--- src/rtl/regfile_write_demux.sv ---
// regfile_write_demux: 32x32 register file fed through a FIFO write queue with a one-hot write decoder.
// Optional WRITE_BYPASS_EN overlays queued writes onto RegisterBank; the default build shows committed contents only.
module regfile_write_demux #(
  parameter int QUEUE_DEPTH = 2
) (
  input  logic          clk,
  input  logic          reset,
  input  logic          WriteEnable,
  input  logic [4:0]    WriteRegister,
  input  logic [31:0]   WriteData,
  output logic          WriteReady,
  input  logic          CommitHold,
  output logic [2:0]    QueueCount,
  output logic [1023:0] RegisterBank
);
  localparam int PW = $clog2(QUEUE_DEPTH);
  typedef logic [PW-1:0] ptr_t;
  logic [4:0]        qreg_q [QUEUE_DEPTH];
  logic [31:0]       qdata_q [QUEUE_DEPTH];
  ptr_t              head_q, tail_q;
  logic [2:0]        count_q, count_d;
  logic [31:0][31:0] regs_q, bank;
  logic [31:0]       wen;
  logic              push, pop;
  assign WriteReady = count_q < 3'(QUEUE_DEPTH);
  assign push       = WriteEnable && WriteReady;
  assign pop        = (count_q != 3'd0) && !CommitHold;
  assign count_d    = count_q + 3'(push) - 3'(pop);
  // Register 0 is masked out of the decoder so it stays hard-wired to zero.
  assign wen        = pop ? ((32'd1 << qreg_q[head_q]) & ~32'd1) : 32'd0;
  assign QueueCount = count_q;
  always_ff @(posedge clk) begin
    if (reset) begin
      head_q  <= '0;
      tail_q  <= '0;
      count_q <= '0;
      regs_q  <= '0;
    end else begin
      if (push) begin
        qreg_q[tail_q]  <= WriteRegister;
        qdata_q[tail_q] <= WriteData;
        tail_q          <= tail_q + ptr_t'(1);
      end
      if (pop) head_q <= head_q + ptr_t'(1);
      count_q <= count_d;
      for (int k = 0; k < 32; k++)
        if (wen[k]) regs_q[k] <= qdata_q[head_q];
    end
  end
`ifdef WRITE_BYPASS_EN
  ptr_t idx;
  // Walk oldest to youngest so the youngest queued write to a register wins.
  always_comb begin
    bank = regs_q;
    idx  = head_q;
    for (int i = 0; i < QUEUE_DEPTH; i++) begin
      idx = head_q + ptr_t'(i);
      if (3'(i) < count_q && qreg_q[idx] != 5'd0) bank[qreg_q[idx]] = qdata_q[idx];
    end
  end
`else
  always_comb begin
    bank = regs_q;
  end
`endif
  assign RegisterBank = bank;
endmodule

--- config.mk ---
export PLATFORM = sky130hd
export DESIGN_NAME = regfile_write_demux
export DESIGN_NICKNAME = d
export VERILOG_FILES = /design/src/rtl/regfile_write_demux.sv
export SDC_FILE = /design/constraint.sdc
export NUM_CORES = 2
export LEC_CHECK = 0
export CAP_MARGIN = 30
export CORE_AREA = 3 3 417 419
export CTS_CLUSTER_SIZE = 24
export DETAILED_ROUTE_END_ITERATION = 16
export DIE_AREA = 0 0 420 422
export PLACE_DENSITY = 0.54
export SLEW_MARGIN = 5
export SYNTH_ARGS = -nofsm -noshare
export SYNTH_HDL_FRONTEND = slang
export SYNTH_SLANG_ARGS = --single-unit
export TNS_END_PERCENT = 50
--- constraint.sdc ---
create_clock -name clk -period 4.48 [get_ports clk]
set_input_delay 0.672 -clock clk [delete_from_list [all_inputs] [get_ports clk]]
set_output_delay 0.672 -clock clk [all_outputs]
set_load 0.01 [all_outputs]
==> flow_summary.json <==
{
  "wire_per_inst_um": 26.2,
  "ys_async_sr_fraction_pct": 0,
  "ioPinCount": 1069,
  "multiInputGateArea_um2": 17600,
  "cp.required_ns": 5.10,
  "finalPower_uw": 24400,
  "hold_buffers": 0,
  "power_density_nw_per_um2": 418,
  "drc": 0,
  "synth_top_area_share_pct": 48.3,
  "drtPass1Iterations": 4,
  "ys.flop_type": "dfxtp_1",
  "finClkSkew_ns": 0.0302,
  "synthToLayoutAreaGrowth_pct": 41.0,
  "grt-ovfl-total": 0,
  "yosys.area.top_type": "dfxtp_1",
  "synth_enable_flop_cells": 74,
  "numPortBuffers": 1036,
  "nFillCells": 17100,
  "final_max_slew_viol_count": 0,
  "netlist_instances": 3591,
  "holdCritPathClass": "input pin to flip-flop",
  "grtUsageTotal_pct": 19.6,
  "synth.distinct_cells": 36,
  "final_cell_mix": "clkdlybuf4s50_1 (1,035), mux2i_1 (1,026), dfxtp_1 (997)",
  "grt-busiest-layer": "met2",
  "final_layout_size_suffix_gt1_share_pct": 8.01,
  "syn_area_um2": 41400,
  "cp_max_fo": 36,
  "irDropWorstVdd_mv": 0.385,
  "finalSetupViolCount": 0,
  "nets": 4550,
  "grt_pass1_vias": 29600,
  "die_w_um": 420,
  "hpwl_mm": 120,
  "drtIter0Drc": 1651,
  "vias": 29400,
  "worstMarginPinSlew_ns": 1.04,
  "clock-sinks": 1072,
  "rsz0062_at_grt": "no",
  "ys_seq_area_share_pct": 53.7,
  "cp_common_cell": "mux2i_1",
  "row_count": 152,
  "preCtsSetupSlack_ns": 0.875,
  "cts_resized": 0,
  "hold_viol": 0,
  "met1_usage_pct": 22.7,
  "tns_ns": 0,
  "ys_seq_elements": 1072,
  "cts_made_buffers": 132,
  "grt_util_met3_pct": 4.89,
  "timing.fmax_mhz": 326,
  "clock-root-buffer": "clkbuf_16",
  "cp_cell_sequence": "mux2i_1 -> nor3_1 -> nand2_2 -> buf_4 -> mux2i_1",
  "critPathLaunchType": "flip-flop",
  "area.sequential_um2": 22200,
  "post-route-util_pct": 34.1,
  "cts_tree": "yes",
  "core_um2": 171000,
  "gp_congestion": 0.782,
  "p_leak_uw": 0.0258,
  "die_h_um": 422,
  "endpoint_kind": "flip-flop",
  "cap_viol_max_count": 0,
  "postCtsSetupBuffers": 0,
  "clockBufferDepth": 3,
  "antenna_left": 0,
  "synth_area_per_cell_um2": 11.5,
  "critPathSlowestCell": "dfxtp_4",
  "routed_via_density": 4.29,
  "worst_path_largest_cell_delay_ns": 0.75,
  "post-route-min-period_ns": 3.07,
  "clock_latency_ns": 0.78,
  "initial_core_util_pct": 24.2,
  "worst_hold_slack_ns": 0.433,
  "cts.clk_slew.worst_paths_ns": 0.06,
  "crit_arrival_ns": 3.69,
  "routed_wl_mm": 179,
  "synth_area_leaders": "dfxtp_1 (48%), mux2i_1 (25%), nand2b_1 (15%)",
  "grt_max_degree": 254,
  "path_class": "flip-flop to flip-flop",
  "ys_warn_count": 0,
  "final_common_cell": "clkdlybuf4s50_1",
  "slew_headroom_pct": 30.5,
  "grt_pass1_wl_mm": 244,
  "grt.met2_usage_pct": 34.4,
  "setup_ws_ns": 1.41,
  "antenna_found_initial": 33,
  "design.die.area_um2": 177000,
  "period_share_pct": 68.5,
  "htree_num_levels": 4,
  "status": "completed"
}
[layer usage]
layer	up-vias	share of wire, %
met3	279	6.0
met4	8	3.7
met2	814	50
met5	-	0.028
met1	14600	40
li1	13600	-
[registers in the layout, summed over array words and instances, names as in the netlist, named ones only]
| signal | count |
|---|---|
| qdata_q | 64 |
| qreg_q | 10 |
| head_q | 1 |
| tail_q | 1 |
| QueueCount | 3 |
| RegisterBank | 992 |
[power breakdown]
group,internal [uW],switching (uW),leakage [uW],total [uW]
clock,6440,4390,0.00214,10800
combinational,1150,2300,0.0149,3440
sequential,9920,203,0.00872,10100
total,17500,6890,0.0258,24400
[kinds of logic after synthesis]
| group | count (synthesis) | share of synthesized area (%) |
|---|---|---|
| buffers and inverters | 388 | 4.48 |
| AND/OR/NAND/NOR | 1086 | 16.5 |
| adder cells (fa/ha/maj) | 4 | 0.139 |
| XOR/XNOR | 3 | 0.0635 |
| multiplexers | 1027 | 24.9 |
| AO/OA/AOI/OAI | 10 | 0.272 |
| other | 1 | 0.00906 |
| flip-flops | 1072 | 53.7 |
[synth_stat cells, types with 2 or more instances]
| cell | count |
|---|---|
| mux2i_1 | 1026 |
| dfxtp_1 | 998 |
| nand2b_1 | 995 |
| clkbuf_1 | 241 |
| edfxtp_1 | 74 |
| buf_2 | 68 |
| buf_4 | 51 |
| or2_2 | 32 |
| buf_6 | 16 |
| nand3_1 | 13 |
| nand3_2 | 13 |
| inv_1 | 9 |
| nand2_1 | 8 |
| nor2_1 | 7 |
| and3_1 | 3 |
| buf_1 | 3 |
| ha_1 | 3 |
| nand3b_1 | 3 |
| nor3_1 | 3 |
| nor3b_1 | 3 |
| o32ai_2 | 3 |
| a22oi_1 | 2 |
| o22ai_2 | 2 |
| or3b_2 | 2 |
| xnor2_1 | 2 |
[worst max-delay path, delay by kind of cell (launching register included)]
family | cells | cell delay [ns]
flip-flops | 1 | 0.75
multiplexers | 2 | 0.34
AND/OR/NAND/NOR | 2 | 1.39
buffers and inverters | 1 | 0.41
[worst paths after layout]
kind	from	endpoint	cells after the start	slack, ns
worst max-delay path	flip-flop	RegisterBank[475]	5	1.41
worst min-delay path	reset	tail_q	2	0.43
worst max register to register	flip-flop	RegisterBank[475]	5	1.41
worst min register to register	RegisterBank[68]	RegisterBank[68]	2	0.47
[metrics by stage]
| step | cells | area (um^2) |
|---|---|---|
| 6_report | 6852 | 58300 |
| 5_1_grt | 6845 | 58300 |
| 4_1_cts | 6838 | 58300 |
| 3_5_place_dp | 6603 | 53900 |
| 3_3_place_gp | 6599 | 53800 |
| 2_1_floorplan | 3622 | 41500 |
[area by class of cell]
type	instances	share of cell area, %
Sequential cell	1072	38.1
Multi-Input combinational cell	2162	30.2
Timing Repair Buffer	1128	19.4
Clock buffer	200	6.76
Tap cell	2233	4.79
Clock inverter	35	0.727
Inverter	9	0.0579
Antenna cell	13	0.0558
Note: power is estimated with default switching activity, not from simulation.
